[src/rtl/gate_sweep_ctrl_pkg.sv]
`default_nettype none
// ============================================================================
// gate_sweep_ctrl_pkg : shared FSM state encoding for the gate sweep sequencer
// Rev 1.0
// ============================================================================
package gate_sweep_ctrl_pkg;

   typedef enum logic [1:0] {
      ST_IDLE   = 2'd0,
      ST_DRIVE  = 2'd1,
      ST_SAMPLE = 2'd2,
      ST_DONE   = 2'd3
   } state_t;

endpackage
`default_nettype wire

[src/rtl/gate_sweep_ctrl_settle_timer.sv]
`default_nettype none
// ============================================================================
// settle_timer : clear/enable counter; o_expired is high on the SETTLE-th
//                consecutive enabled cycle since the last clear.
// Rev 1.0
// ============================================================================
module settle_timer #(
   parameter int SETTLE = 1
) (
   input  logic clk,
   input  logic rst,
   input  logic i_clr,
   input  logic i_en,
   output logic o_expired
);

   localparam int            CW     = (SETTLE > 1) ? $clog2(SETTLE) : 1;
   localparam logic [CW-1:0] c_LAST = CW'(SETTLE - 1);
   localparam logic [CW-1:0] c_ONE  = CW'(1);

   logic [CW-1:0] r_cnt;

   always_ff @(posedge clk) begin
      if (rst || i_clr) begin
         r_cnt <= '0;
      end else if (i_en && !o_expired) begin
         r_cnt <= r_cnt + c_ONE;
      end
   end

   assign o_expired = i_en && (r_cnt == c_LAST);

endmodule
`default_nettype wire

[src/rtl/gate_sweep_ctrl.sv]
`default_nettype none
// ============================================================================
// gate_sweep_ctrl : drives every input vector onto a gate under test, samples
//                   its output after a settle interval and counts mismatches.
// Optional build macro GATE_SWEEP_FIRST_FAIL_EN adds first_fail_vld/_vec.
// Rev 1.0
// ============================================================================
module gate_sweep_ctrl
   import gate_sweep_ctrl_pkg::*;
#(
   parameter int N_IN   = 2,
   parameter int SETTLE = 1,
   parameter int CNT_W  = N_IN + 1
) (
   input  logic                 clk,
   input  logic                 rst,
   input  logic                 start,
   input  logic [(2**N_IN)-1:0] expected_tt,
   input  logic                 gate_out,
   output logic [N_IN-1:0]      vec_out,
   output logic                 busy,
   output logic                 done,
   output logic                 pass,
   output logic [CNT_W-1:0]     err_cnt
`ifdef GATE_SWEEP_FIRST_FAIL_EN
   ,
   output logic                 first_fail_vld,
   output logic [N_IN-1:0]      first_fail_vec
`endif
);

   localparam logic [N_IN-1:0]  c_VEC_LAST = {N_IN{1'b1}};
   localparam logic [N_IN-1:0]  c_VEC_ONE  = N_IN'(1);
   localparam logic [CNT_W-1:0] c_ERR_ONE  = CNT_W'(1);

   state_t               r_state;
   state_t               w_state_nxt;
   logic [(2**N_IN)-1:0] r_tt;
   logic [N_IN-1:0]      r_vec;
   logic [CNT_W-1:0]     r_err_cnt;
   logic [CNT_W-1:0]     w_err_nxt;
   logic                 r_pass;
   logic                 w_accept;
   logic                 w_mismatch;
   logic                 w_last_vec;
   logic                 w_in_drive;
   logic                 w_settle_clr;
   logic                 w_settled;

   assign w_accept     = (r_state == ST_IDLE) && start;
   assign w_mismatch   = (gate_out != r_tt[r_vec]);
   assign w_last_vec   = (r_vec == c_VEC_LAST);
   assign w_err_nxt    = w_mismatch ? (r_err_cnt + c_ERR_ONE) : r_err_cnt;
   assign w_in_drive   = (r_state == ST_DRIVE);
   assign w_settle_clr = !w_in_drive;

   settle_timer #(
      .SETTLE (SETTLE)
   ) u_settle (
      .clk       (clk),
      .rst       (rst),
      .i_clr     (w_settle_clr),
      .i_en      (w_in_drive),
      .o_expired (w_settled)
   );

   always_ff @(posedge clk) begin
      if (rst) begin
         r_state <= ST_IDLE;
      end else begin
         r_state <= w_state_nxt;
      end
   end

   always_comb begin
      w_state_nxt = r_state;
      case (r_state)
         ST_IDLE:   if (start)     w_state_nxt = ST_DRIVE;
         ST_DRIVE:  if (w_settled) w_state_nxt = ST_SAMPLE;
         ST_SAMPLE: w_state_nxt = w_last_vec ? ST_DONE : ST_DRIVE;
         ST_DONE:   w_state_nxt = ST_IDLE;
         default:   w_state_nxt = ST_IDLE;
      endcase
   end

   // pass is resolved on the last SAMPLE so it is already valid during the done pulse
   always_ff @(posedge clk) begin
      if (rst) begin
         r_tt      <= '0;
         r_vec     <= '0;
         r_err_cnt <= '0;
         r_pass    <= 1'b0;
      end else begin
         case (r_state)
            ST_IDLE: begin
               if (start) begin
                  r_tt      <= expected_tt;
                  r_vec     <= '0;
                  r_err_cnt <= '0;
                  r_pass    <= 1'b0;
               end
            end
            ST_SAMPLE: begin
               r_err_cnt <= w_err_nxt;
               if (w_last_vec) begin
                  r_pass <= (w_err_nxt == '0);
               end else begin
                  r_vec <= r_vec + c_VEC_ONE;
               end
            end
            ST_DONE: r_vec <= '0;
            default: ;
         endcase
      end
   end

   assign vec_out = r_vec;
   assign busy    = (r_state == ST_DRIVE) || (r_state == ST_SAMPLE);
   assign done    = (r_state == ST_DONE);
   assign pass    = r_pass;
   assign err_cnt = r_err_cnt;

`ifdef GATE_SWEEP_FIRST_FAIL_EN
   logic            r_ff_vld;
   logic [N_IN-1:0] r_ff_vec;

   always_ff @(posedge clk) begin
      if (rst || w_accept) begin
         r_ff_vld <= 1'b0;
         r_ff_vec <= '0;
      end else if ((r_state == ST_SAMPLE) && w_mismatch && !r_ff_vld) begin
         r_ff_vld <= 1'b1;
         r_ff_vec <= r_vec;
      end
   end

   assign first_fail_vld = r_ff_vld;
   assign first_fail_vec = r_ff_vec;
`endif

endmodule
`default_nettype wire
[config.mk]
export PLATFORM = sky130hd
export DESIGN_NAME = gate_sweep_ctrl
export DESIGN_NICKNAME = d
export VERILOG_FILES = /design/src/rtl/gate_sweep_ctrl_pkg.sv /design/src/rtl/gate_sweep_ctrl_settle_timer.sv /design/src/rtl/gate_sweep_ctrl.sv
export SDC_FILE = /design/constraint.sdc
export NUM_CORES = 1
export LEC_CHECK = 0
export CAP_MARGIN = 20
export CORE_MARGIN = 2
export CORE_UTILIZATION = 50
export DETAILED_ROUTE_END_ITERATION = 10
export MAX_ROUTING_LAYER = met4
export PLACE_DENSITY = 0.81
export SYNTH_ARGS = -nofsm -noshare
export SYNTH_HDL_FRONTEND = slang
export SYNTH_SLANG_ARGS = --single-unit
[constraint.sdc]
create_clock -name clk -period 3.58 [get_ports clk]
set_clock_uncertainty 0.1 [all_clocks]
set_input_delay 0.716 -clock clk [delete_from_list [all_inputs] [get_ports clk]]
set_output_delay 0.716 -clock clk [all_outputs]
set_load 0.05 [all_outputs]
==> results.ini, run 1 <==
[die]
initial_core_util=0.518
fp.dieH_um=42.8
die_x_um=42.8
row_count=14
io_pins=16
die-area_um2=1830
coreArea_um2=1450

[detailed_routing]
drt_iter0_drc=8
wl_per_cell_um=11.8
num_vias=615
detail_route.first_pass.iterations=4
drc=0
drt_wl_total_um=1390
ant_nets=0
viasPerCell=5.26

[worst_setup_path]
arrival_ns=1.89
critPathKind=flip-flop to primary output
required_ns=2.76
r2r_cells=4
cp-end-kind=primary output
cp_max_fo=6
cp-start-kind=flip-flop

[global_routing]
grt_pass1_wl_um=2350
antenna_found_initial=0
first_global_vias=563
grtUsageMet2=0.273
grt-ovfl-total=0
grt_max_degree=16
top_usage_layer=met2
use_met1=0.206
grtUsageTotal=0.174
use_met3=0.0638

[power]
p_int_uw=261
ir_worst_vdd_mv=0.292
p_leak_nw=0.379
power_switching_uw=155
clkPwrFrac=0.216
power_density_nw_per_um2=441
comb_power_share=0.377
seq_power_share=0.407
sw_frac_of_total=0.372

[synth]
synth_area_per_cell_um2=8.97
synth_top_area_cell=dfxtp_1
synth.area.top_cells=dfxtp_1 35%, ha_1 13%, nor2b_1 5.0%
syn_area_um2=753
syn_nets=100
ys_async_sr_fraction=0
synthCells=84
yosysWarnings=0
synth_top_cell_area_share=0.346
synth-edff-count=0
ys_seq_area_frac=0.346
synth_seq_cells=13
ys.flop_type=dfxtp_1
synth_cell_types=29

[clock_tree]
cts_made_buffers=3
clockBufferDepth=2
clkSinkCount=13
ctsHoldBuffers=0
cts_setup_buffers=0
clk_latency_ns=0.27
cts_tree=built
h-tree-depth=1
clkSlewWorstSetupHoldPaths_ns=0.08
ctsResizeCount=0
cts-root-buf=clkbuf_4

[sta]
period_share=0.755
worstMarginPinSlew_ns=0.514
final_max_slew_viol_count=0
max_freq_mhz=370
slew-limit-headroom=0.657
finalSetupViolCount=0
hold_viol=0
holdWs_ns=0.362
rsz0062_at_grt=no
min_period_ns=2.70
setup_tns_ns=0

[finish]
final_core_util=0.648
layout_commonest_cell=clkdlybuf4s50_1
stdcell_count=117
nets=118
syn_to_final_growth_pct=25.1
final_cell_mix=15 x clkdlybuf4s50_1, 13 x dfxtp_1, 9 x nand2_1
drive_above_1_share=0.0594
num_antenna_cells=0

[placement]
portBuffers=15
numPlacedInstances=113
gp_congestion=0.759
detailed_place_hpwl_um=1090

[min_path]
hold_path_class=flip-flop to flip-flop
hold-path-cell-count=2

[flow_run]
drv_cap=0

[status]
status=finished clean

[cell families after synthesis]
logic type | Yosys count | synth area share
AO/OA/AOI/OAI | 16 | 0.140
buffers and inverters | 6 | 0.0299
AND/OR/NAND/NOR | 35 | 0.241
XOR/XNOR | 1 | 0.0365
other | 1 | 0.00498
flip-flops | 13 | 0.346
multiplexers | 4 | 0.0698
adder cells (fa/ha/maj) | 8 | 0.133
[worst paths after layout]
check,from,to,slack (ns)
setup reg to reg,vec_out[0]$_SDFFE_PP0P_,err_cnt[2]$_SDFFE_PP0P_,1.57
hold reg to reg,r_tt[3]$_SDFFE_PP0P_,r_tt[3]$_SDFFE_PP0P_,0.36
setup / recovery,r_state[0]$_SDFFE_PP0P_,busy,0.88
hold / removal,r_tt[3]$_SDFFE_PP0P_,r_tt[3]$_SDFFE_PP0P_,0.36
[registers in the layout (all words and copies together), names as in the netlist]
signal	flops
r_tt	4
pass	1
r_state	2
err_cnt	3
u_settle.r_cnt	1
vec_out	2
[through the flow]
stage / setup slack (ns) / power, mW / area (um^2)
floorplan: 1.33 / 0.288 / 753
global placement: 1.21 / 0.325 / 916
detailed placement: 1.16 / 0.329 / 916
CTS: 0.865 / 0.419 / 942
global route: 0.809 / 0.440 / 942
finish: 0.879 / 0.416 / 942
[layout make-up]
type / instances / area [um^2]
fillers: 122 / 512
flip-flops and latches: 13 / 260
clock buffers: 4 / 26.3
inverters: 4 / 15.0
well taps: 16 / 20.0
repair buffers: 15 / 150
multi-input cells: 65 / 470
[critical path: stages (launching register included)]
cell             delay, ns
dfxtp_1               0.43
inv_1                 0.11
ha_1                  0.28
clkdlybuf4s50_1       0.79
[power groups by stage]
stage          Clock, mW  Combinational [mW]  Sequential [mW]
2_1_floorplan          0               0.113            0.175
3_3_place_gp           0               0.153            0.172
3_5_place_dp           0               0.157            0.173
4_1_cts           0.0924               0.158            0.169
5_1_grt           0.0975               0.172            0.171
6_report          0.0900               0.157            0.169
[synthesized netlist by cell type, types with 2 or more instances]
master,n
dfxtp_1,13
o31ai_1,2
a21oi_1,6
nand3_1,7
ha_1,8
or4_1,2
nand2_1,9
clkbuf_1,2
nor2b_1,6
nor2_1,5
mux2i_1,3
inv_1,4
[layer usage]
layer  up-vias  part of all wire
met1       268              0.48
met4         0             0.010
met5         -                 0
li1        335                 -
met2        10              0.47
met3         2             0.040
No activity file was read; power rests on OpenSTA's default activity.
==> run 2, diff against run 1 <==
--- a/config.mk
+++ b/config.mk
@@ -7,10 +7,10 @@
 export LEC_CHECK = 0
 export CAP_MARGIN = 20
 export CORE_MARGIN = 2
-export CORE_UTILIZATION = 50
+export CORE_UTILIZATION = 44
 export DETAILED_ROUTE_END_ITERATION = 10
 export MAX_ROUTING_LAYER = met4
-export PLACE_DENSITY = 0.81
+export PLACE_DENSITY = 0.75
 export SYNTH_ARGS = -nofsm -noshare
 export SYNTH_HDL_FRONTEND = slang
 export SYNTH_SLANG_ARGS = --single-unit
==> constraint.sdc (replaced) <==
create_clock -name clk -period 2.3 [get_ports clk]
set_clock_uncertainty 0.1 [all_clocks]
set_input_delay 0.46 -clock clk [delete_from_list [all_inputs] [get_ports clk]]
set_output_delay 0.46 -clock clk [all_outputs]
set_load 0.05 [all_outputs]
==> run 2 against run 1 <==
  * Flip-flop and latch count stayed put
  * Worst setup slack worse by 0.68 ns
  * Power is 57% higher
  * Clock power is 62% higher
  * Clock-buffer cell count is 1 lower
==> results.ini, run 2 (synthesized netlist as in run 1, its figures left out) <==
[worst_setup_path]
rr_startpoint=vec_out[0]$_SDFFE_PP0P_
reg2reg_to=err_cnt[2]$_SDFFE_PP0P_
required_ns=1.74
cpLargestDelayFamily=buffers and inverters
arrival_ns=1.54
path_buf_inv=1
cp-end-kind=primary output
reg2reg_slack_ns=0.32
r2r_cells=4
critPathKind=flip-flop to primary output
cp_max_fo=6
cp_slowest_stage_delay_ns=0.83
cp-start-kind=flip-flop
crit_chain=clkdlybuf4s50_1
slowest_stage=clkdlybuf4s50_1

[detailed_routing]
wl_per_cell_um=13.2
drt_iter0_drc=16
detail_route.first_pass.iterations=4
ant_nets=0
viasPerCell=5.65
num_vias=672
drt_wl_total_um=1570
drc=0

[power]
power_density_nw_per_um2=686
sw_frac_of_total=0.386
p_leak_nw=0.395
seq_power_share=0.404
ir_worst_vdd_mv=0.634
power_switching_uw=252
p_int_uw=402
comb_power_share=0.374
clkPwrFrac=0.223

[placement]
detailed_place_hpwl_um=1180
portBuffers=15
gp_congestion=0.794
placedInstanceArea_um2=926
numPlacedInstances=115

[global_routing]
grt-ovfl-total=0
grt_pass1_wl_um=2600
grtUsageTotal=0.187
first_global_vias=646
antenna_found_initial=0
grt_max_degree=11

[clock_tree]
clockBufferDepth=2
cts_made_buffers=3
clkSlewWorstSetupHoldPaths_ns=0.08
cts_tree=built
clkSinkCount=13
ctsHoldBuffers=0
h-tree-depth=1
ctsResizeCount=0
cts-root-buf=clkbuf_4
clk_latency_ns=0.28
cts_setup_buffers=0

[finish]
largest_register_ff_count=4
layout.area.seq_um2=260
largest_register=r_tt
drive_above_1_share=0.107
stdcell_count=119
fill_cells=144
final_cell_mix=13 x dfxtp_1, 13 x clkdlybuf4s50_1, 9 x nand2_1
num_antenna_cells=0
nets=120
multi_input_area_um2=470
final_core_util=0.612
final_cell_area_um2=953
syn_to_final_growth_pct=26.6

[die]
row_count=14
io_pins=16
fp.dieH_um=45.4
die_x_um=45.4
initial_core_util=0.483
coreArea_um2=1560
die-area_um2=2060

[sta]
max_freq_mhz=476
hold_viol=0
min_period_ns=2.10
rsz0062_at_grt=no
finalSetupViolCount=0
period_share=0.913
holdWs_ns=0.363
setup_tns_ns=0
final_max_slew_viol_count=0

[min_path]
hold-path-cell-count=2
hold_path_class=flip-flop to flip-flop
hp-start=r_tt[0]$_SDFFE_PP0P_
min_to=r_tt[0]$_SDFFE_PP0P_

[flow_run]
drv_cap=0

[status]
status=finished clean

==> run 2: layer usage <==
metal | track usage | up-vias | routed length (um)
li1 | - | 337 | -
met2 | 0.314 | 18 | 773
met4 | 0.106 | 0 | 34
met1 | 0.187 | 312 | 688
met5 | - | - | 0
met3 | 0.0635 | 5 | 78
==> run 2: area by class of cell <==
class | count | share of cell area
inverter | 4 | 0.0157
sequential | 13 | 0.273
tap | 16 | 0.0210
multi-input combinational | 65 | 0.493
clock inverter | 1 | 0.00525
timing repair buffer | 17 | 0.168
clock buffer | 3 | 0.0236
==> run 2: power groups by stage <==
stage / Clock (mW) / Combinational, mW / Sequential, mW
after floorplan: 0 / 0.176 / 0.273
after global placement: 0 / 0.240 / 0.269
after detailed placement: 0 / 0.243 / 0.270
after CTS: 0.151 / 0.245 / 0.264
after global routing: 0.155 / 0.269 / 0.268
final: 0.146 / 0.244 / 0.264
==> run 2: per-stage QoR <==
stage | setup slack, ns | total power, mW
CTS | 0.176 | 0.660
finish | 0.199 | 0.654
global placement | 0.341 | 0.508
detailed placement | 0.325 | 0.513
global route | 0.152 | 0.692
floorplan | 0.0463 | 0.449
==> run 2: worst max path at each step <==
stage | start | endpoint | cells past startpoint
2_1_floorplan | vec_out[0]$_SDFFE_PP0P_ | err_cnt[2]$_SDFFE_PP0P_ | 4
3_3_place_gp | vec_out[0]$_SDFFE_PP0P_ | err_cnt[2]$_SDFFE_PP0P_ | 4
3_5_place_dp | vec_out[0]$_SDFFE_PP0P_ | err_cnt[2]$_SDFFE_PP0P_ | 4
4_1_cts | vec_out[0]$_SDFFE_PP0P_ | vec_out[0] | 1
5_1_grt | err_cnt[2]$_SDFFE_PP0P_ | err_cnt[2] | 1
6_report | err_cnt[2]$_SDFFE_PP0P_ | err_cnt[2] | 1
==> run 3, diff against run 2 <==
--- a/config.mk
+++ b/config.mk
@@ -6,7 +6,6 @@
 export NUM_CORES = 1
 export LEC_CHECK = 0
 export CAP_MARGIN = 20
-export CORE_MARGIN = 2
 export CORE_UTILIZATION = 44
 export DETAILED_ROUTE_END_ITERATION = 10
 export MAX_ROUTING_LAYER = met4
==> run 3 against run 2 <==
  * The flow now finishes with violations (design-rule violations)
  * Power shrank 0.31%
  * Register-to-register slack lost 0.04 ns
  * Sequential power is essentially flat
  * Die area shrank 8.6%
  * Critical path depth is the same
  * Maximum frequency shrank 0.32%
  * Via count is the same
  * Worst hold slack lost 0.0043 ns
  * Critical path type unchanged
  * Critical endpoint unchanged
  * Highest routed layer unchanged
==> results.ini, run 3 (synthesized netlist as in run 1, its figures left out) <==
[sta]
max_freq_mhz=475
rsz0062_at_grt=no
min_period_ns=2.11
hold_viol=0
period_share=0.916
final_max_slew_viol_count=0
worst_slack_ns=0.193
finalSetupViolCount=0
setup_tns_ns=0

[die]
coreArea_um2=1560
fp.dieH_um=43.4
io_pins=16
initial_core_util=0.483
row_count=14
die_x_um=43.4
die-area_um2=1880

[power]
ir_worst_vdd_mv=0.531
p_leak_nw=0.392
power_density_nw_per_um2=685

[worst_setup_path]
cp-start-kind=flip-flop
cp_max_fo=6
path_buf_inv=1
required_ns=1.74
cp_slowest_stage_delay_ns=0.84
reg2reg_to=err_cnt[2]$_SDFFE_PP0P_
crit_chain=clkdlybuf4s50_1
slowest_stage=clkdlybuf4s50_1
path_depth=1
rr_startpoint=vec_out[0]$_SDFFE_PP0P_
cpLargestDelayFamily=buffers and inverters
arrival_ns=1.55
critPathLaunch=err_cnt[2]$_SDFFE_PP0P_
reg2reg_slack_ns=0.28
r2r_cells=4
critPathKind=flip-flop to primary output
cp-end-kind=primary output

[finish]
final_cell_mix=13 x dfxtp_1, 13 x clkdlybuf4s50_1, 9 x nand2_1
syn_to_final_growth_pct=26.4
drive_above_1_share=0.0971
largest_register_ff_count=4
num_antenna_cells=0
nets=120
largest_register=r_tt

[min_path]
min_to=r_tt[3]$_SDFFE_PP0P_
hold-path-cell-count=2
hold_path_class=flip-flop to flip-flop
hp-start=r_tt[3]$_SDFFE_PP0P_

[detailed_routing]
drc=4
wl_per_cell_um=13.1
num_vias=672
drt_wl_total_um=1550
detail_route.first_pass.iterations=7
drt_iter0_drc=13
ant_nets=0
viasPerCell=5.65

[clock_tree]
h-tree-depth=1
clockBufferDepth=2
clkSlewWorstSetupHoldPaths_ns=0.08
ctsHoldBuffers=0
cts-root-buf=clkbuf_4
ctsResizeCount=0
clk_latency_ns=0.27
clkSinkCount=13
cts_made_buffers=3
cts_setup_buffers=0
cts_tree=built

[global_routing]
antenna_found_initial=0
grt_pass1_wl_um=2700
grt_max_degree=11
first_global_vias=646
grtUsageTotal=0.200
grt-ovfl-total=0

[status]
status=finished, violations left
violations=design-rule violations

[flow_run]
drv_cap=0

[placement]
portBuffers=15
detailed_place_hpwl_um=1130
gp_congestion=0.797
place_ws_ns=0.330

-- run 3: changes by cell type in the layout (fill, tap and decap cells not counted) --
cell,change
clkbuf_1,+1
clkinv_2,-1
-- run 3: report_power, final --
group | switching, mW | internal, mW | leakage, nW
Combinational | 0.152 | 0.0922 | 0.271
Sequential | 0.0195 | 0.245 | 0.106
Clock | 0.0763 | 0.0672 | 0.0150
Total | 0.247 | 0.405 | 0.392
-- run 3: layer usage --
metal	GRT usage	vias up	share of wire
li1	-	340	-
met4	0.0563	0	0.0064
met3	0.0625	2	0.035
met5	-	-	0
met2	0.336	11	0.51
met1	0.230	319	0.45
-- run 3: worst max-delay path by stage --
| stage | slack [ns] | to |
|---|---|---|
| 5_1_grt | 0.13 | vec_out[0] |
| 2_1_floorplan | 0.05 | err_cnt[2]$_SDFFE_PP0P_ |
| 6_report | 0.19 | err_cnt[2] |
| 4_1_cts | 0.20 | vec_out[0] |
| 3_3_place_gp | 0.34 | err_cnt[2]$_SDFFE_PP0P_ |
| 3_5_place_dp | 0.33 | err_cnt[2]$_SDFFE_PP0P_ |
-- run 3: cell type report --
| class | instances | area [um^2] |
|---|---|---|
| inverter | 4 | 15.0 |
| sequential | 13 | 260 |
| multi-input combinational | 65 | 470 |
| timing repair buffer | 17 | 160 |
| tap | 16 | 20.0 |
| fill | 133 | 607 |
| clock buffer | 4 | 26.3 |
-- run 3: worst reg2reg max path, delay by kind of cell, from the launching register on --
family	cells	cell delay, ns
muxes	1	0.59
and+or+nand+nor	1	0.50
DFF	1	0.42
xor gates and xnor gates	1	0.19
AOI/OAI and AO/OA	1	0.14
-- run 3: through the flow --
step | cell area (um^2) | total power [mW] | std cells | util | hold slack [ns]
2_1_floorplan | 753 | 0.449 | 84 | - | 0.333
3_3_place_gp | 926 | 0.508 | 115 | 0.594 | 0.341
3_5_place_dp | 926 | 0.514 | 115 | 0.594 | 0.348
4_1_cts | 952 | 0.657 | 119 | 0.611 | 0.360
5_1_grt | 952 | 0.694 | 119 | 0.611 | 0.398
6_report | 952 | 0.652 | 119 | 0.611 | 0.359
